$ cat config.mk
export PLATFORM = sky130hd
export DESIGN_NAME = mem_arb_flat
export DESIGN_NICKNAME = d
export VERILOG_FILES = /design/src/rtl/mem_arb_pkg.sv /design/src/rtl/mem_arb_if.sv /design/src/rtl/mem_arb_rr.sv /design/src/rtl/mem_arb.sv /design/src/flat_wrapper.sv
export SDC_FILE = /design/constraint.sdc
export NUM_CORES = 1
export LEC_CHECK = 0
export ABC_AREA = 1
export ABC_CLOCK_PERIOD_IN_PS = 4200
export CORE_AREA = 2 2 125 127
export CTS_BUF_LIST = sky130_fd_sc_hd__clkbuf_4
export CTS_CLUSTER_DIAMETER = 200
export CTS_CLUSTER_SIZE = 14
export DETAILED_ROUTE_END_ITERATION = 6
export DIE_AREA = 0 0 127 129
export PLACE_DENSITY = 0.65
export RECOVER_POWER = 50
export SYNTH_ARGS = -nofsm -noshare
export SYNTH_HDL_FRONTEND = slang
export SYNTH_HIERARCHICAL = 1
export SYNTH_SLANG_ARGS = --single-unit
$ cat constraint.sdc
create_clock -name clk -period 4.2 [get_ports clk]
set_input_delay 0.84 -clock clk [delete_from_list [all_inputs] [get_ports clk]]
set_output_delay 0.84 -clock clk [all_outputs]
set_load 0.005 [all_outputs]
$ cat src/rtl/mem_arb_pkg.sv
// mem_arb_pkg: shared defaults and types for the two-port memory arbiter.
//   DEF_ADDR_W / DEF_DATA_W / DEF_DEPTH : default geometry (256 x 32 memory)
//   state_t                             : controller state (INIT sweep, RUN)
//   grant_t                             : one-hot grant, bit N = port N
package mem_arb_pkg;

    localparam int DEF_ADDR_W = 8;
    localparam int DEF_DATA_W = 32;
    localparam int DEF_DEPTH  = 256;

    typedef enum logic {
        INIT = 1'b0,
        RUN  = 1'b1
    } state_t;

    typedef logic [1:0] grant_t;

endpackage

$ cat src/rtl/mem_arb_if.sv
// mem_arb_if: bundle of the two request/response ports and the memory bus.
//   req{0,1}_*  : request valid/ready handshake, we, addr, wdata, per-bit bwen
//   rsp{0,1}_*  : single-cycle read response pulse with data
//   mem_*       : single-port memory command bus (cen/wen active-low) and q
// Modports:
//   slave  : the arbiter side (consumes requests, drives memory commands)
//   master : the client + memory side (drives requests and mem_q)
interface mem_arb_if
    import mem_arb_pkg::*;
#(
    parameter int ADDR_W = DEF_ADDR_W,
    parameter int DATA_W = DEF_DATA_W
);

    logic              req0_valid;
    logic              req0_ready;
    logic              req0_we;
    logic [ADDR_W-1:0] req0_addr;
    logic [DATA_W-1:0] req0_wdata;
    logic [DATA_W-1:0] req0_bwen;

    logic              req1_valid;
    logic              req1_ready;
    logic              req1_we;
    logic [ADDR_W-1:0] req1_addr;
    logic [DATA_W-1:0] req1_wdata;
    logic [DATA_W-1:0] req1_bwen;

    logic              rsp0_valid;
    logic [DATA_W-1:0] rsp0_rdata;
    logic              rsp1_valid;
    logic [DATA_W-1:0] rsp1_rdata;

    logic              mem_cen;
    logic              mem_wen;
    logic [DATA_W-1:0] mem_bwen;
    logic [ADDR_W-1:0] mem_a;
    logic [DATA_W-1:0] mem_d;
    logic [DATA_W-1:0] mem_q;

    modport slave (
        input  req0_valid, req0_we, req0_addr, req0_wdata, req0_bwen,
        input  req1_valid, req1_we, req1_addr, req1_wdata, req1_bwen,
        input  mem_q,
        output req0_ready, req1_ready,
        output rsp0_valid, rsp0_rdata, rsp1_valid, rsp1_rdata,
        output mem_cen, mem_wen, mem_bwen, mem_a, mem_d
    );

    modport master (
        output req0_valid, req0_we, req0_addr, req0_wdata, req0_bwen,
        output req1_valid, req1_we, req1_addr, req1_wdata, req1_bwen,
        output mem_q,
        input  req0_ready, req1_ready,
        input  rsp0_valid, rsp0_rdata, rsp1_valid, rsp1_rdata,
        input  mem_cen, mem_wen, mem_bwen, mem_a, mem_d
    );

endinterface

$ cat src/rtl/mem_arb_rr.sv
// mem_arb_rr: two-port round-robin grant, purely combinational.
//   valid      : in,  request present per port (already qualified by caller)
//   last_grant : in,  port that won the most recent accepted request
//   grant      : out, one-hot winner, zero when nothing is valid
module mem_arb_rr
    import mem_arb_pkg::*;
(
    input  grant_t valid,
    input  logic   last_grant,
    output grant_t grant
);

    always_comb begin
        grant = valid;
        // On a tie the port that did not win last time goes next.
        if (valid == 2'b11) begin
            grant = last_grant ? 2'b01 : 2'b10;
        end
    end

endmodule

$ cat src/rtl/mem_arb.sv
// mem_arb: two-port round-robin arbiter in front of a single-port memory.
// After reset it sweeps zeros through the whole memory (one word per cycle),
// then accepts at most one request per cycle, registers it onto mem_* for
// the following cycle and returns read data two cycles after acceptance.
//   clk, rst  : clock, synchronous active-high reset
//   init_done : high once the zero sweep has finished
//   bus       : request/response ports and memory bus (slave modport)
module mem_arb
    import mem_arb_pkg::*;
#(
    parameter int ADDR_W = DEF_ADDR_W,
    parameter int DATA_W = DEF_DATA_W,
    parameter int DEPTH  = DEF_DEPTH
)(
    input  logic      clk,
    input  logic      rst,
    output logic      init_done,
    mem_arb_if.slave  bus
);

    localparam logic [ADDR_W-1:0] LAST_ADDR = ADDR_W'(DEPTH - 1);

    state_t            state;
    logic [ADDR_W-1:0] cnt;
    logic              last_grant;

    grant_t            valid_run;
    grant_t            grant;
    logic              accept;
    logic              win;
    logic              sel_we;
    logic [ADDR_W-1:0] sel_addr;
    logic [DATA_W-1:0] sel_wdata;
    logic [DATA_W-1:0] sel_bwen;

    logic              cen_p1;
    logic              wen_p1;
    logic [DATA_W-1:0] bwen_p1;
    logic [ADDR_W-1:0] a_p1;
    logic [DATA_W-1:0] d_p1;
    logic              vld_p1;
    logic              port_p1;
    logic              vld_p2;
    logic              port_p2;
    logic              rsp0_hit;
    logic              rsp1_hit;

    // Requests are invisible to the arbiter until the sweep is over.
    assign valid_run = {bus.req1_valid, bus.req0_valid} & {2{state == RUN}};

    mem_arb_rr u_rr (
        .valid      (valid_run),
        .last_grant (last_grant),
        .grant      (grant)
    );

    assign accept    = |grant;
    assign win       = grant[1];
    assign sel_we    = win ? bus.req1_we    : bus.req0_we;
    assign sel_addr  = win ? bus.req1_addr  : bus.req0_addr;
    assign sel_wdata = win ? bus.req1_wdata : bus.req0_wdata;
    assign sel_bwen  = win ? bus.req1_bwen  : bus.req0_bwen;

    assign bus.req0_ready = grant[0];
    assign bus.req1_ready = grant[1];

    // ---- stage p1: command register, control FSM and read tracking ----
    always_ff @(posedge clk) begin
        if (rst) begin
            state      <= INIT;
            cnt        <= '0;
            init_done  <= 1'b0;
            last_grant <= 1'b1;
            cen_p1     <= 1'b1;
            wen_p1     <= 1'b1;
            bwen_p1    <= '0;
            a_p1       <= '0;
            d_p1       <= '0;
            vld_p1     <= 1'b0;
            vld_p2     <= 1'b0;
        end else begin
            // Idle command unless something below issues one.
            cen_p1  <= 1'b1;
            wen_p1  <= 1'b1;
            bwen_p1 <= '0;
            a_p1    <= '0;
            d_p1    <= '0;
            vld_p1  <= 1'b0;
            vld_p2  <= vld_p1;

            unique case (state)
                INIT: begin
                    cen_p1  <= 1'b0;
                    wen_p1  <= 1'b0;
                    bwen_p1 <= '1;
                    a_p1    <= cnt;
                    cnt     <= cnt + 1'b1;
                    if (cnt == LAST_ADDR) begin
                        cnt       <= '0;
                        state     <= RUN;
                        init_done <= 1'b1;
                    end
                end
                RUN: begin
                    if (accept) begin
                        cen_p1     <= 1'b0;
                        wen_p1     <= ~sel_we;
                        bwen_p1    <= sel_we ? sel_bwen  : '0;
                        a_p1       <= sel_addr;
                        d_p1       <= sel_we ? sel_wdata : '0;
                        vld_p1     <= ~sel_we;
                        last_grant <= win;
                    end
                end
                default: state <= INIT;
            endcase
        end
    end

    // Port id rides alongside the read valid; it is only looked at when
    // the matching valid is set, so it carries no reset.
    always_ff @(posedge clk) begin
        port_p1 <= win;
        port_p2 <= port_p1;
    end

    assign bus.mem_cen  = cen_p1;
    assign bus.mem_wen  = wen_p1;
    assign bus.mem_bwen = bwen_p1;
    assign bus.mem_a    = a_p1;
    assign bus.mem_d    = d_p1;

    // ---- stage p2: memory q returns, steer to the requesting port ----
    assign rsp0_hit = vld_p2 & ~port_p2;
    assign rsp1_hit = vld_p2 &  port_p2;

    assign bus.rsp0_valid = rsp0_hit;
    assign bus.rsp1_valid = rsp1_hit;
    assign bus.rsp0_rdata = rsp0_hit ? bus.mem_q : '0;
    assign bus.rsp1_rdata = rsp1_hit ? bus.mem_q : '0;

endmodule

$ cat src/flat_wrapper.sv
// flat-port wrapper written by rule: the top's interface ports become plain ports
module mem_arb_flat import mem_arb_pkg::*;
#(
    parameter int ADDR_W = DEF_ADDR_W,
    parameter int DATA_W = DEF_DATA_W,
    parameter int DEPTH  = DEF_DEPTH
)
  (clk, rst, init_done, bus_req0_valid, bus_req0_we, bus_req0_addr, bus_req0_wdata, bus_req0_bwen, bus_req1_valid, bus_req1_we, bus_req1_addr, bus_req1_wdata, bus_req1_bwen, bus_mem_q, bus_req0_ready, bus_req1_ready, bus_rsp0_valid, bus_rsp0_rdata, bus_rsp1_valid, bus_rsp1_rdata, bus_mem_cen, bus_mem_wen, bus_mem_bwen, bus_mem_a, bus_mem_d);
  mem_arb_if #(.ADDR_W(ADDR_W), .DATA_W(DATA_W)) bus_i ();
  input  logic clk;
  input  logic rst;
  output logic init_done;
  input wire logic [$bits(bus_i.req0_valid)-1:0] bus_req0_valid;
  input wire logic [$bits(bus_i.req0_we)-1:0] bus_req0_we;
  input wire logic [$bits(bus_i.req0_addr)-1:0] bus_req0_addr;
  input wire logic [$bits(bus_i.req0_wdata)-1:0] bus_req0_wdata;
  input wire logic [$bits(bus_i.req0_bwen)-1:0] bus_req0_bwen;
  input wire logic [$bits(bus_i.req1_valid)-1:0] bus_req1_valid;
  input wire logic [$bits(bus_i.req1_we)-1:0] bus_req1_we;
  input wire logic [$bits(bus_i.req1_addr)-1:0] bus_req1_addr;
  input wire logic [$bits(bus_i.req1_wdata)-1:0] bus_req1_wdata;
  input wire logic [$bits(bus_i.req1_bwen)-1:0] bus_req1_bwen;
  input wire logic [$bits(bus_i.mem_q)-1:0] bus_mem_q;
  output wire logic [$bits(bus_i.req0_ready)-1:0] bus_req0_ready;
  output wire logic [$bits(bus_i.req1_ready)-1:0] bus_req1_ready;
  output wire logic [$bits(bus_i.rsp0_valid)-1:0] bus_rsp0_valid;
  output wire logic [$bits(bus_i.rsp0_rdata)-1:0] bus_rsp0_rdata;
  output wire logic [$bits(bus_i.rsp1_valid)-1:0] bus_rsp1_valid;
  output wire logic [$bits(bus_i.rsp1_rdata)-1:0] bus_rsp1_rdata;
  output wire logic [$bits(bus_i.mem_cen)-1:0] bus_mem_cen;
  output wire logic [$bits(bus_i.mem_wen)-1:0] bus_mem_wen;
  output wire logic [$bits(bus_i.mem_bwen)-1:0] bus_mem_bwen;
  output wire logic [$bits(bus_i.mem_a)-1:0] bus_mem_a;
  output wire logic [$bits(bus_i.mem_d)-1:0] bus_mem_d;
  assign bus_i.req0_valid = bus_req0_valid;
  assign bus_i.req0_we = bus_req0_we;
  assign bus_i.req0_addr = bus_req0_addr;
  assign bus_i.req0_wdata = bus_req0_wdata;
  assign bus_i.req0_bwen = bus_req0_bwen;
  assign bus_i.req1_valid = bus_req1_valid;
  assign bus_i.req1_we = bus_req1_we;
  assign bus_i.req1_addr = bus_req1_addr;
  assign bus_i.req1_wdata = bus_req1_wdata;
  assign bus_i.req1_bwen = bus_req1_bwen;
  assign bus_i.mem_q = bus_mem_q;
  assign bus_req0_ready = bus_i.req0_ready;
  assign bus_req1_ready = bus_i.req1_ready;
  assign bus_rsp0_valid = bus_i.rsp0_valid;
  assign bus_rsp0_rdata = bus_i.rsp0_rdata;
  assign bus_rsp1_valid = bus_i.rsp1_valid;
  assign bus_rsp1_rdata = bus_i.rsp1_rdata;
  assign bus_mem_cen = bus_i.mem_cen;
  assign bus_mem_wen = bus_i.mem_wen;
  assign bus_mem_bwen = bus_i.mem_bwen;
  assign bus_mem_a = bus_i.mem_a;
  assign bus_mem_d = bus_i.mem_d;
  mem_arb #(.ADDR_W(ADDR_W), .DATA_W(DATA_W), .DEPTH(DEPTH)) u_core (.clk(clk), .rst(rst), .init_done(init_done), .bus(bus_i));
endmodule
-- Yosys cells after proc, flatten, opt, wreduce, memory -nomap -nowiden
Index checks and enable logic that the tools add are counted.
- bitwise logic cells: 7
- $add $sub $neg: 1
- mux-type cells: 20
- reduce and logical (&&, ||, !) cells: 5
- eq/ne operators: 2
- operator list (cell ; count):
    2-to-1 mux 32 bit ; 6
    case mux 32 bit (2 select lines) ; 1
    2-to-1 mux 8 bit ; 3
    case mux 8 bit (2 select lines) ; 1
    adder 8 x 1 -> 8 bit, second input constant ; 1
    == test 8 bit, second input constant ; 1
    2-to-1 mux 1 bit ; 5
    2-to-1 mux 2 bit ; 2
    NOT 1 bit ; 4
    case mux 1 bit (2 select lines) ; 2
    AND reduction 2 bit ; 2
    OR reduction 4 bit ; 1
    OR reduction 3 bit ; 1
    AND 1 bit ; 2
    AND 2 bit ; 1
    == test 2 bit, second input constant ; 1
    OR reduction 2 bit ; 1
- output and inout port bits: 143
- input port bits: 182
- register bits after elaboration: 89
- logic and storage cells: 48

-- Depth between registers and ports, before layout
- word-level depth: 7
- gate-level depth with buffers: 11
- gate-level depth less buffers: 9

-- Cells and area by module
Netlist, hierarchy kept.
- modules (own cells, without submodules) (module ; seq. area each (um^2) ; instances ; cells each ; area each (um^2)):
    mem_arb ; 1781.7 ; 1 ; 587 ; 3957.5
    mem_arb_rr ; 0.0 ; 1 ; 5 ; 21.3

-- Worst setup path before layout
Ideal clock, no wire load.
- path type: input-to-output
- start: input port bus_req1_valid
- end: output port bus_req1_ready
- data arrival time: 1.305 ns
- data required time: 3.360 ns
- setup slack: 2.055 ns
- cell stages on the path: 4
- path buffers: 0
- cells stage by stage: nand2_1 > inv_1 > inv_1 > a21oi_1
- word-level cells in the longest chain between the ends: 3
- RTL lines (element ; RTL line ; text):
    start, declared ; flat_wrapper.sv:18 ; input wire logic [$bits(bus_i.req1_valid)-1:0] bus_req1_valid;
    AND 2 bit * ; mem_arb.sv:49 ; assign valid_run = {bus.req1_valid, bus.req0_valid} & {2{state == RUN}};
    net u_core.valid_run[1] ; mem_arb.sv:27 ; grant_t valid_run;
    == test 2 bit ; mem_arb_rr.sv:16 ; if (valid == 2'b11) begin
    2-to-1 mux 2 bit * ; mem_arb_rr.sv:16 ;
    end, declared ; flat_wrapper.sv:25 ; output wire logic [$bits(bus_i.req1_ready)-1:0] bus_req1_ready;
Mark *: on every way through the listed nets, which the timed path passes. The rest lies on a longest branch.

-- Final worst setup path
- start: input port bus_req1_valid
- end: register u_core.d_p1[24] (netlist: u_core/bus.mem_d[24])
- word-level cells in the longest chain between the ends: 6
- elaborated cells between the ends (all ways): 9
- classes of those cells: 1 x eq/ne; 3 x mux; 3 x bitwise; 2 x reduce/logical
- RTL lines (element ; RTL line ; text):
    AND 2 bit * ; mem_arb.sv:49 ;
    net u_core.valid_run[1] ; mem_arb.sv:27 ;
    == test 2 bit ; mem_arb_rr.sv:16 ;
    2-to-1 mux 2 bit * ; mem_arb_rr.sv:16 ;
    2-to-1 mux 1 bit / OR reduction 2 bit (equally long branches) ; mem_arb.sv:59, mem_arb.sv:57 ;
    NOT 1 bit ; - ;
    OR reduction 4 bit (no line) ; - ;
    end signal, assigned ; mem_arb.sv:110 ; d_p1 <= sel_we ? sel_wdata : '0;
    end, declared ; mem_arb.sv:40 ; logic [DATA_W-1:0] d_p1;
Marked as above.
A chain may end at the register's enable or synchronous reset.

==> results.md <==
* Status: finished with violations
* Failing checks: max-capacitance violations, max-slew violations
* Reg-to-Reg End: u_core/bus.mem_d[24]
* Period utilisation layout at 0.8280
* Relative slew slack at -0.04000
* Net switching power at 0.3828 mW
* Minimum clock period at roughly 3.5 ns
* Ys async rst share at 0
* Worst-Margin Slew at around 1.6 ns
* Setup crit end: u_core/bus.mem_d[24]
* R2R Path Start: u_core/state
* DP Area at 7278 um^2
* Synth top area cells: dfxtp_1, nand2_1, nor2_1, inv_1, a21oi_1
* Slowest CP cell: clkbuf_2
* Worst R2R Path Depth at 9
* Initial antenna violation count at 0
* Clock Skew at approximately 0.019 ns
* Combinational share of power at 0.154
* Yosys top cell area share at 0.4478
* DIE WIDTH at 127 um
* Max-cap viol count at 2
* Clk buf depth at 2
* DR iter-0 viols at 222
* Crit path from: bus_req1_valid
* Inserted Clock Buffers at 9
* Vias at 4630
* Design Area, Final at between 7000 and 8000 um^2
* Post-synth top flop: dfxtp_1
* Unrepaired setup endpoints after global routing: no
* Clk sinks at approximately 90
* Antenna-violating nets left at 0
* Vias in the first global route at between 4000 and 5000
* Fraction of layout cells with a size suffix above 1 at 0.05105
* Worst Setup Start Kind: primary input
* Final core occ at 0.4969
* CTS resizes at 0
* Part of the power in registers at 0.498
* Setup bufs post-CTS at 0
* Final slew viol count at roughly 120
* Peak VDD IR at between 0.15 and 0.2 mV
* Gr usage total at 0.1795
* First drt pass iteration count at 5
* GRT overflow at 0
* Register bit total from synthesis at 89
* Clock power share at 0.348
* Largest net degree at the start of global routing at 75
* First-pass GRT wire length at about 23000 um
* Ports at around 330
* Die Y at roughly 130 um
* Yosys warns at 6
* R2R Setup Slk at between 1 and 1.5 ns
* Element type at the critical path end: flip-flop
* Final nets at between 1000 and 1500
* Area growth syn-to-layout at 87.04%
* Post-Syn Nets at approximately 780
* Final wirelength at ~15000 um
* Crit path cell chain: dlygate4sd3_1 -> nand2_1 -> inv_1 -> inv_1 -> a21oi_1 -> clkbuf_2 -> nand2_4 -> nand2_1 -> nand3_4 -> a21oi_1
* Syn Std Cell Area at just under 4000 um^2
* TritonCTS clock tree: yes
* Hold Buf Count CTS at 0
* Worst EP arrival at 3.85 ns
* Cell Pwr Density at between 200 and 250 nW/um^2
* Final count of hold timing violations at 0
* Core Box Area at about 15000 um^2
* GPL Wtd Cong at a little over 0.8
* H-tree depth at 3
* Leakage power at 3.359 nW
* CTS Root Cell: clkbuf_4
* CTS clk-pin slew, worst paths at 0.15 ns
* Yosys cell types at 26
* Fmax at between 200 and 300 MHz
* PortBufs at about 320
* Worst-Skew Late Latency at ~0.44 ns
* Mean post-synth cell area at 6.721 um^2
* Required @ worst endpoint at 4.57 ns
* Initial core utilization at 0.2657
* Critical path class: primary input to flip-flop
* DRC at 0
* Yosys top cell by area: dfxtp_1
* # setup viols final at 0
* Post-DP HPWL at 11830 um
* Setup tns final at 0 ns
* Sequential area share after synthesis at 0.4478
* Syn Inst Count at 592
* # rows at 45
* Die Footprint at approximately 16000 um^2
* Layout filler cell count at ~1500
* Number of synthesized flops with an enable pin at 0
* Internal at between 1 and 1.5 mW
* Min-delay worst type: flip-flop to flip-flop
* Via-per-instance ratio at between 4 and 5
* CP Max Fanout at 74
* Hold_sp: u_core/port_p1
* WL per Instance at ~14 um
* Sw frac at 0.2186
* Worst path max stage delay at between 1 and 1.5 ns
-- routing by layer --
layer | GRT usage | vias up | wire, um
met5 | 0 | - | 0
met4 | 0.05947 | 0 | 400
met3 | 0.08690 | 30 | 1657
met2 | 0.3102 | 206 | 7266
met1 | 0.1937 | 2004 | 6132
li1 | - | 2390 | -
-- worst max-delay path: cells and delay by family --
family	cells	cell delay, ns
simple gates	4	0.63
compound gates	2	0.57
buf+inv	4	1.80
-- state kept, by name, indices dropped and copies added, names as in the netlist --
name                 cells
u_core/bus.mem_a         8
u_core/bus.mem_bwen     32
u_core/bus.mem_cen       1
u_core/bus.mem_d        32
u_core/bus.mem_wen       1
u_core/cnt               8
u_core/init_done         1
u_core/last_grant        1
u_core/port_p1           1
u_core/port_p2           1
u_core/state             1
u_core/vld_p1            1
u_core/vld_p2            1
-- cells in the final DEF, fill, tap and decap left out --
cell             count
clkdlybuf4s50_1    246
nand2_1            191
nor2_1             141
dfxtp_1             89
dlygate4sd3_1       78
inv_1               48
a21oi_1             28
o21ai_0             16
a21oi_2             12
nand3_1             11
clkbuf_4            10
or2_2                7
nor2_2               4
clkinv_4             3
bufinv_16            3
buf_4                3
o22ai_1              2
diode_2              1
inv_2                1
a21boi_0             1
nand2_4              1
nand3_4              1
o21bai_1             1
nor3_1               1
o211ai_1             1
ha_1                 1
clkbuf_2             1
-- logic make-up (layout without fill, tap and decap cells) --
group,after synthesis,count (layout),synth area share
AO/OA/AOI/OAI,61,61,0.09151
adder cells (fa/ha/maj),1,1,0.003144
other,0,1,0
flip-flops,89,89,0.4478
buffers and inverters,84,393,0.1016
AND/OR/NAND/NOR,357,357,0.3560
-- cell usage after synthesis, drive strengths merged, types with 2 or more instances --
| master | count |
|---|---|
| clkbuf | 10 |
| buf | 25 |
| o21ai | 16 |
| nand3 | 12 |
| dfxtp | 89 |
| inv | 49 |
| o22ai | 2 |
| or2 | 7 |
| nand2 | 192 |
| nor2 | 145 |
| a21oi | 40 |
-- power by group through the flow --
stage	Combinational, mW	Sequential [mW]	Clock (mW)
after global placement	0.279	0.892	0
after detailed placement	0.280	0.893	0
after CTS	0.281	0.874	0.636
after global routing	0.294	0.876	0.674
final	0.270	0.873	0.609
after floorplan	0.0581	0.895	0
-- worst min-delay path by stage --
| stage | endpoint | slack, ns | depth (start not counted) |
|---|---|---|---|
| 2_1_floorplan | u_core/port_p2 | 0.31 | 0 |
| 3_3_place_gp | u_core/port_p2 | 0.31 | 0 |
| 3_5_place_dp | u_core/port_p2 | 0.32 | 0 |
| 4_1_cts | u_core/port_p2 | 0.35 | 0 |
| 5_1_grt | u_core/port_p2 | 0.36 | 0 |
| 6_report | u_core/port_p2 | 0.35 | 0 |
-- area by class of cell --
type                            instances  area (um^2)  area share
Timing Repair Buffer                  328         3271      0.4395
Sequential cell                        89         1782      0.2394
Multi-Input combinational cell        419         1777      0.2387
Tap cell                              188        235.2     0.03161
Inverter                               49        183.9     0.02471
Clock inverter                          6        116.4     0.01564
Clock buffer                           10        75.07     0.01009
Antenna cell                            1        2.502   0.0003362
-- per-stage QoR --
step	cells	hold slack (ns)	setup slack (ns)	power, mW
2_1_floorplan	592	0.3096	2.055	0.9527
3_3_place_gp	1073	0.3117	0.9545	1.171
3_5_place_dp	1073	0.3184	0.9110	1.172
4_1_cts	1089	0.3480	1.052	1.791
5_1_grt	1089	0.3594	0.4836	1.844
6_report	1090	0.3472	0.7223	1.751
No activity file was read; power rests on OpenSTA's default activity.
